<file path="config.mk">
export PLATFORM = sky130hd
export DESIGN_NAME = color_sensor_seq
export DESIGN_NICKNAME = d
export VERILOG_FILES = /design/src/rtl/color_sensor_seq.sv
export SDC_FILE = /design/constraint.sdc
export NUM_CORES = 1
export LEC_CHECK = 0
export CELL_PAD_IN_SITES_DETAIL_PLACEMENT = 0
export CELL_PAD_IN_SITES_GLOBAL_PLACEMENT = 1
export CORE_UTILIZATION = 47
export CTS_CLUSTER_SIZE = 14
export DETAILED_ROUTE_END_ITERATION = 12
export GPL_ROUTABILITY_DRIVEN = 0
export GPL_TIMING_DRIVEN = 0
export PLACE_DENSITY_LB_ADDON = 0.12
export SYNTH_ARGS = -nofsm -noshare
export SYNTH_HDL_FRONTEND = slang
export SYNTH_SLANG_ARGS = --single-unit
</file>
<file path="constraint.sdc">
create_clock -name clk -period 8.65 [get_ports clk]
set_input_delay 1.2975 -clock clk [delete_from_list [all_inputs] [get_ports clk]]
set_output_delay 1.2975 -clock clk [all_outputs]
set_load 0.01 [all_outputs]
</file>
<file path="src/rtl/color_sensor_seq.sv">
// TCS3200-class colour sensor sequencer.
// Gates sensor edges per R/G/B filter and picks the dominant colour.
module color_sensor_seq #(
  parameter int unsigned GATE_CYCLES   = 1000000,
  parameter int unsigned SETTLE_CYCLES = 1000,
  parameter int unsigned CNT_W         = 16,
  parameter logic [1:0]  SCALE         = 2'b11,
  parameter int unsigned MIN_COUNT     = 64,
  parameter int unsigned MARGIN_SH     = 3
) (
  input  logic             clk,
  input  logic             rst_n,
  input  logic             run,
  input  logic             sensorFreq,
  output logic [1:0]       scale,
  output logic [1:0]       filter,
  output logic             enf,
  output logic [2:0]       color,
  output logic [CNT_W-1:0] red_cnt,
  output logic [CNT_W-1:0] green_cnt,
  output logic [CNT_W-1:0] blue_cnt,
  output logic             valid
);

  localparam int unsigned TMAX =
    (GATE_CYCLES > SETTLE_CYCLES) ? GATE_CYCLES : SETTLE_CYCLES;
  localparam int unsigned TW = $clog2(TMAX + 1);

  localparam logic [TW-1:0] GATE_LD   = TW'(GATE_CYCLES - 1);
  localparam logic [TW-1:0] SETTLE_LD = TW'(SETTLE_CYCLES - 1);
  localparam logic [CNT_W:0] MINC     = (CNT_W+1)'(MIN_COUNT);

  localparam logic [1:0] F_RED   = 2'b00;
  localparam logic [1:0] F_GREEN = 2'b11;
  localparam logic [1:0] F_BLUE  = 2'b01;

  typedef enum logic [2:0] {
    S_IDLE,
    S_SETTLE,
    S_GATE,
    S_STORE,
    S_CLASSIFY
  } state_t;

  state_t           state_q;
  logic [1:0]       ch_q;
  logic [TW-1:0]    tmr_q;
  logic [CNT_W-1:0] cnt_q;
  logic [CNT_W-1:0] r_q;
  logic [CNT_W-1:0] g_q;
  logic [CNT_W-1:0] b_q;
  logic [1:0]       filter_q;
  logic             enf_q;
  logic [2:0]       color_q;
  logic [CNT_W-1:0] red_q;
  logic [CNT_W-1:0] green_q;
  logic [CNT_W-1:0] blue_q;
  logic             valid_q;
  logic [2:0]       sync_q;
  logic             pulse;

  logic [CNT_W-1:0] mx_w;
  logic [CNT_W-1:0] sc_w;
  logic [2:0]       oh_w;
  logic [CNT_W:0]   thr_w;
  logic [2:0]       color_d;

  assign scale     = SCALE;
  assign filter    = filter_q;
  assign enf       = enf_q;
  assign color     = color_q;
  assign red_cnt   = red_q;
  assign green_cnt = green_q;
  assign blue_cnt  = blue_q;
  assign valid     = valid_q;

  // Two-flop synchroniser plus a delay flop for rising-edge detection.
  always_ff @(posedge clk or negedge rst_n) begin
    if (!rst_n) begin
      sync_q <= '0;
    end else begin
      sync_q <= {sync_q[1:0], sensorFreq};
    end
  end

  assign pulse = sync_q[1] & ~sync_q[2];

  // Pick max and runner-up, then apply floor and margin tests.
  always_comb begin
    mx_w    = r_q;
    sc_w    = g_q;
    oh_w    = 3'b001;
    if (r_q >= g_q && r_q >= b_q) begin
      mx_w = r_q;
      sc_w = (g_q >= b_q) ? g_q : b_q;
      oh_w = 3'b001;
    end else if (g_q >= b_q) begin
      mx_w = g_q;
      sc_w = (r_q >= b_q) ? r_q : b_q;
      oh_w = 3'b100;
    end else begin
      mx_w = b_q;
      sc_w = (r_q >= g_q) ? r_q : g_q;
      oh_w = 3'b010;
    end
    thr_w   = {1'b0, sc_w} + {1'b0, (sc_w >> MARGIN_SH)};
    color_d = 3'b000;
    if ({1'b0, mx_w} >= MINC &&
        {1'b0, mx_w} >= thr_w &&
        mx_w > sc_w) begin
      color_d = oh_w;
    end
  end

  // Frame sequencer: settle, gate, store per channel, then classify.
  always_ff @(posedge clk or negedge rst_n) begin
    if (!rst_n) begin
      state_q  <= S_IDLE;
      ch_q     <= 2'd0;
      tmr_q    <= '0;
      cnt_q    <= '0;
      r_q      <= '0;
      g_q      <= '0;
      b_q      <= '0;
      filter_q <= F_RED;
      enf_q    <= 1'b0;
      color_q  <= 3'b000;
      red_q    <= '0;
      green_q  <= '0;
      blue_q   <= '0;
      valid_q  <= 1'b0;
    end else begin
      valid_q <= 1'b0;
      case (state_q)
        S_IDLE: begin
          if (run) begin
            state_q  <= S_SETTLE;
            ch_q     <= 2'd0;
            filter_q <= F_RED;
            enf_q    <= 1'b1;
            tmr_q    <= SETTLE_LD;
            cnt_q    <= '0;
          end
        end
        S_SETTLE: begin
          if (tmr_q == '0) begin
            state_q <= S_GATE;
            tmr_q   <= GATE_LD;
          end else begin
            tmr_q <= tmr_q - TW'(1);
          end
        end
        S_GATE: begin
          if (pulse && cnt_q != '1) begin
            cnt_q <= cnt_q + CNT_W'(1);
          end
          if (tmr_q == '0) begin
            state_q <= S_STORE;
          end else begin
            tmr_q <= tmr_q - TW'(1);
          end
        end
        S_STORE: begin
          case (ch_q)
            2'd0:    r_q <= cnt_q;
            2'd1:    g_q <= cnt_q;
            default: b_q <= cnt_q;
          endcase
          if (ch_q == 2'd2) begin
            state_q <= S_CLASSIFY;
          end else begin
            state_q  <= S_SETTLE;
            ch_q     <= ch_q + 2'd1;
            filter_q <= (ch_q == 2'd0) ? F_GREEN : F_BLUE;
            tmr_q    <= SETTLE_LD;
            cnt_q    <= '0;
          end
        end
        S_CLASSIFY: begin
          color_q  <= color_d;
          red_q    <= r_q;
          green_q  <= g_q;
          blue_q   <= b_q;
          valid_q  <= 1'b1;
          ch_q     <= 2'd0;
          filter_q <= F_RED;
          if (run) begin
            state_q <= S_SETTLE;
            tmr_q   <= SETTLE_LD;
            cnt_q   <= '0;
          end else begin
            state_q <= S_IDLE;
            enf_q   <= 1'b0;
          end
        end
        default: begin
          state_q <= S_IDLE;
        end
      endcase
    end
  end

endmodule

</file>
==> results of run 1 <==
[report_power, final]
part           switching (mW)  internal (mW)  leakage, nW
clock network           0.359          0.416        0.298
registers            0.000193          0.688         1.95
logic                  0.0143        0.00332         2.70
total                   0.374           1.11         4.95
[flip-flops by register name, summed over array words and instances, names as in the netlist]
signal and flops:
blue_cnt 16, g_q 16, green_cnt 16, filter 2, enf 1, b_q 16, red_cnt 16, cnt_q 16
ch_q 2, sync_q 3, valid 1, tmr_q 20, color 3, r_q 16, state_q 3
[synth_stat cells, drive strengths merged (4+ instances only)]
master,n,area (sq um)
xnor2,12,105.1
nand4,19,118.9
nor2,90,340.3
dfrtp,147,3679
a222oi,4,40.04
nand2b,13,88.83
a21boi,12,90.09
nor4,10,68.81
nor3,10,60.06
and2,4,25.02
mux2i,4,47.55
o21a,7,52.55
nand2,126,475.5
a21oi,87,435.4
or3,4,25.02
o21ai,109,545.5
nand3,23,115.1
xor2,16,140.1
ha,98,1226
nor2b,6,37.54
a21o,15,112.6
a31oi,8,65.06
buf,8,52.54
inv,55,206.5
o31ai,6,45.04
a22o,5,43.79
o211ai,4,30.03
clkbuf,30,112.6
a2111oi,6,77.57
mux2,45,506.7
and3,5,31.28
[routing by layer]
| metal | GRT usage | vias to the layer above | part of all wire |
|---|---|---|---|
| met4 | 0.08036 | 0 | 0.020 |
| met1 | 0.3422 | 3745 | 0.45 |
| met5 | 0 | - | 0 |
| li1 | - | 3834 | - |
| met2 | 0.4513 | 152 | 0.49 |
| met3 | 0.04259 | 35 | 0.037 |
[stage by stage]
stage | cells | cell area (sq um)
2_1_floorplan | 1027 | 9361
3_3_place_gp | 1350 | 10270
3_5_place_dp | 1351 | 10300
4_1_cts | 1383 | 10920
5_1_grt | 1383 | 10920
6_report | 1383 | 10920
[worst paths after layout]
check | from | endpoint | slack (ns) | depth (start not counted)
worst max-delay path | r_q[0] | color[1] | 0.99 | 28
worst min-delay path | sync_q[0] | sync_q[1] | 0.36 | 0
worst max register to register | r_q[0] | color[1] | 0.99 | 28
worst min register to register | sync_q[0] | sync_q[1] | 0.36 | 0
max in group asynchronous | rst_n | green_cnt[5] | 6.98 | 2
min in group asynchronous | rst_n | blue_cnt[10] | 0.82 | 1
[logic make-up after synthesis]
family	synth area share
AOI/OAI and AO/OA	0.1801
buffers and inverters	0.03971
muxes	0.05923
and+or+nand+nor	0.1681
other	0.0004007
DFF	0.3931
xor gates and xnor gates	0.02621
adders and majority gates	0.1332
[layout make-up]
type,count,area (sq um)
timing repair buffer,59,609.3
fill,1862,8547
multi-input combinational,787,5311
buffer,38,165.2
inverter,55,206.4
tap,265,331.6
clock buffer,17,425.4
clock inverter,15,187.7
sequential,147,3679
[critical path, delay by kind of cell (launching register included)]
| kind | cells | cell delay, ns |
|---|---|---|
| AO/OA/AOI/OAI | 12 | 2.80 |
| AND/OR/NAND/NOR | 9 | 2.51 |
| adder cells (fa/ha/maj) | 3 | 0.92 |
| buffers and inverters | 2 | 0.61 |
| flip-flops | 1 | 0.39 |
| multiplexers | 1 | 0.19 |
| XOR/XNOR | 1 | 0.15 |
==> metrics, run 1 <==
status=finished clean; cts-stage hold buffer count=0; main flop type after synthesis=dfrtp_1; number of global-route vias before repair=7682; WL/cell=18.32 microns; Synth async-reset ratio=1.000; Startpoint Class=flip-flop; final hold violations=0; IO buf count=58; Post-CTS Setup Bufs=0; Util after Layout=0.5608; register area share after synthesis=0.3931; Pleak=4.951 nW; fin. max-slew vios=0; arrival time worst endpoint=8.00 ns; floorplan core area=0.01946 sq mm; area delta synth->final=16.65%; RSZ-0062 raised after global routing=false; DR pass1 iterations=5; Die Y=143.1 microns; via/cell ratio=5.615; syn_area_per_cell=9.121 sq um; Final nets=1208; critical path endpoint category=flip-flop; pre-CTS setup slack=1.012 ns; Synth warnings=0; DRC violation count after routing=0; number of H-tree levels=4; clk slew on worst S/H paths=0.07 ns; DP Wirelength=19190 microns; initial antenna violation count=0; Cell Rows=51; Worst-Skew Late Latency=0.44 ns; Die Span X=143.1 microns; Die Area=0.02048 sq mm; setup slack after layout=0.9922 ns; CTS Buffer Depth=2; # IOs=61; root buffer cell=clkbuf_16; post-synthesis cell type count=71; post-cts resize count=0; worst hold slack=0.3585 ns; fin crit share=0.8853; Critical Path Fanout Max=10; Congestion Overflow GR=0; final wirelength=25340 microns; #FFs+latches synth=147; Slew @ Worst Pin=0.9203 ns; slowest stage delay, CP=0.69 ns; antenna-violating nets left=0; worst min path class=flip-flop to flip-flop; highest clock rate=130.6 MHz; total number of vias=7766; Final Critical Period=7.658 ns; commonest non-fill, non-tap cell in the layout=dfrtp_1; most frequent cells in the layout=dfrtp_1, nand2_1, o21ai_0; antenna cells=0; Crit path top cell by count=a21oi_1; Final setup viols=0; Max VDD drop=0.1333 mV; maxcap violations=0; Sink Count=147; Starting Density=0.4808; Post-synth EDFFs=0; total CTS buffers=17; Layout Skew=0.01081 ns; WP data required=9.00 ns; Cell Area, Synth=0.009358 sq mm; Pwr Total=1.481 mW; largest net degree at the start of global routing=89; category of the most critical setup path=flip-flop to flip-flop; setup TNS=0 ns; gr usage total=0.2643; Power Density=135.7 mW/mm^2; Syn Inst Count=1026; max_slew headroom=0.3808; first-pass GRT wire length=40970 microns; Slowest cell on crit path=nor4_1; TritonCTS clock tree=yes; DR iter-0 viols=465; layout cell share with drive strength beyond 1=0.09302
(Power assumes the default switching activity.)
==> run 2: changes to the inputs <==
--- a/config.mk
+++ b/config.mk
@@ -12,6 +12,7 @@
 export DETAILED_ROUTE_END_ITERATION = 12
 export GPL_ROUTABILITY_DRIVEN = 0
 export GPL_TIMING_DRIVEN = 0
+export HOLD_SLACK_MARGIN = 0.02
 export PLACE_DENSITY_LB_ADDON = 0.12
 export SYNTH_ARGS = -nofsm -noshare
 export SYNTH_HDL_FRONTEND = slang
==> results of run 2 <==
The final DEF is identical to that of run 1; final timing and power are the same.
==> run 3: changes to the inputs <==
==> constraint.sdc (replaced) <==
create_clock -name clk -period 7.99 [get_ports clk]
set_input_delay 1.1985 -clock clk [delete_from_list [all_inputs] [get_ports clk]]
set_output_delay 1.1985 -clock clk [all_outputs]
set_load 0.01 [all_outputs]
==> run 3 against run 2 <==
Core utilization hardly changed. Via count increased by 0.19%. Sequential power is 8.3% higher. Clock-buffer cell count stayed put. Worst hold slack about the same. Final area about the same. Critical path depth did not move. Total power grew 8.1%. Global-route usage unchanged. Critical path type unchanged.
==> metrics, run 3 (same netlist as run 1, synthesis figures left out) <==
Cell Area, Placed=0.01030 sq mm; Starting Density=0.4808; final instance area=0.01092 sq mm; antenna cells=0; RSZ-0062 raised after global routing=false; layout cell share with drive strength beyond 1=0.09392; DP Wirelength=19190 microns; fin crit share=0.9341; Final setup viols=0; final hold violations=0; Power Density=146.6 mW/mm^2; Sink Count=147; CTS Buffer Depth=2; Final nets=1208; max_slew headroom=0.3806; total CTS buffers=17; Die Y=143.1 microns; IO buf count=58; Slew @ Worst Pin=0.9206 ns; WP data required=8.33 ns; total number of vias=7781; critical path endpoint category=flip-flop; fin. max-slew vios=0; gr usage total=0.2643; DR iter-0 viols=475; dpl cells=1351; number of H-tree levels=4; DRC violation count after routing=0; Critical Path Fanout Max=10; sequential power share=0.465; Startpoint Class=flip-flop; worst min path class=flip-flop to flip-flop; initial antenna violation count=0; arrival time worst endpoint=7.81 ns; Cell Rows=51; final wirelength=25350 microns; setup TNS=0 ns; maxcap violations=0; P_int=1.199 mW; via/cell ratio=5.626; floorplan core area=0.01946 sq mm; reg2reg setup slack=0.53 ns; Congestion Overflow GR=0; slowest stage delay, CP=0.65 ns; Clock power frac=0.523; Die Span X=143.1 microns; clk slew on worst S/H paths=0.07 ns; Largest Register=tmr_q; Crit path top cell by count=a21oi_1; Max VDD drop=0.1424 mV; max FFs per register=20; Slowest cell on crit path=or4b_2; area delta synth->final=16.71%; Final Critical Period=7.463 ns; crit path buf inv count=2; register area=0.003679 sq mm; highest clock rate=134.0 MHz; Die Area=0.02048 sq mm; area of the multi-input gates=0.005318 sq mm; DR pass1 iterations=5; combinational share of power=0.012; largest net degree at the start of global routing=89; WL/cell=18.33 microns; NetSw=0.4026 mW; Worst-Skew Late Latency=0.44 ns; Layout Skew=0.01224 ns; most frequent cells in the layout=dfrtp_1, nand2_1, o21ai_0; # IOs=61; CP delay by family, top=compound AO/OA/AOI/OAI gates; fill count=1860; root buffer cell=clkbuf_16; category of the most critical setup path=flip-flop to flip-flop; cts-stage hold buffer count=0; status=finished clean; Non-Filler Instances=1383; commonest non-fill, non-tap cell in the layout=dfrtp_1; TritonCTS clock tree=yes; first-pass GRT wire length=40970 microns; number of global-route vias before repair=7682; antenna-violating nets left=0; sw frac=0.2514; Pleak=4.951 nW
## run 3: per-stage QoR
stage	worst slack [ns]	total power, mW	hold slack, ns	utilization
6_report	0.5267	1.601	0.3584	0.5612
3_3_place_gp	-0.3671	0.7781	0.3394	0.5279
3_5_place_dp	0.3520	0.7795	0.3373	0.5293
4_1_cts	0.3228	1.618	0.3600	0.5608
2_1_floorplan	1.718	0.7607	0.3312	-
5_1_grt	0.03044	1.646	0.3678	0.5612
## run 3: worst paths after layout
check,from,to,depth (start not counted)
max,r_q[0],color[1],28
min,sync_q[0],sync_q[1],0
max reg2reg,r_q[0],color[1],28
min reg2reg,sync_q[0],sync_q[1],0
max in group asynchronous,rst_n,green_cnt[5],2
min in group asynchronous,rst_n,blue_cnt[10],1
## run 3: cell type report
| class | count | share of cell area |
|---|---|---|
| plain buffers | 38 | 0.01512 |
| multi-input cells | 787 | 0.4869 |
| inverters | 55 | 0.01890 |
| clock buffers | 17 | 0.03895 |
| clock inverters | 15 | 0.01718 |
| repair buffers | 59 | 0.05579 |
| well taps | 265 | 0.03036 |
| flip-flops and latches | 147 | 0.3368 |
## run 3: worst reg2reg max path: cells and delay by family, from the launching register on
family	cells	cell delay [ns]
XOR/XNOR	1	0.15
AO/OA/AOI/OAI	12	2.79
flip-flops	1	0.39
adder cells (fa/ha/maj)	3	0.92
buffers and inverters	2	0.60
AND/OR/NAND/NOR	9	2.34
multiplexers	1	0.19
## run 3: per-layer routing
layer | GRT usage | vias up | wire length, microns
li1 | - | 3836 | -
met1 | 0.3422 | 3747 | 11540
met2 | 0.4513 | 166 | 12440
met3 | 0.04259 | 32 | 903
met4 | 0.08036 | 0 | 470
met5 | 0 | - | 0
## run 3: power groups by stage
stage / sequential (mW) / combinational (mW) / clock, mW
2_1_floorplan: 0.759 / 0.00154 / 0
5_1_grt: 0.744 / 0.0227 / 0.879
3_5_place_dp: 0.759 / 0.0204 / 0
6_report: 0.745 / 0.0190 / 0.838
4_1_cts: 0.744 / 0.0205 / 0.854
3_3_place_gp: 0.760 / 0.0185 / 0
## run 3: timing repair
item | 4_1_cts | 5_1_grt
setup buffers | 0 | 0
resized for setup | 0 | 1
setup endpoints to repair | 0 | 2
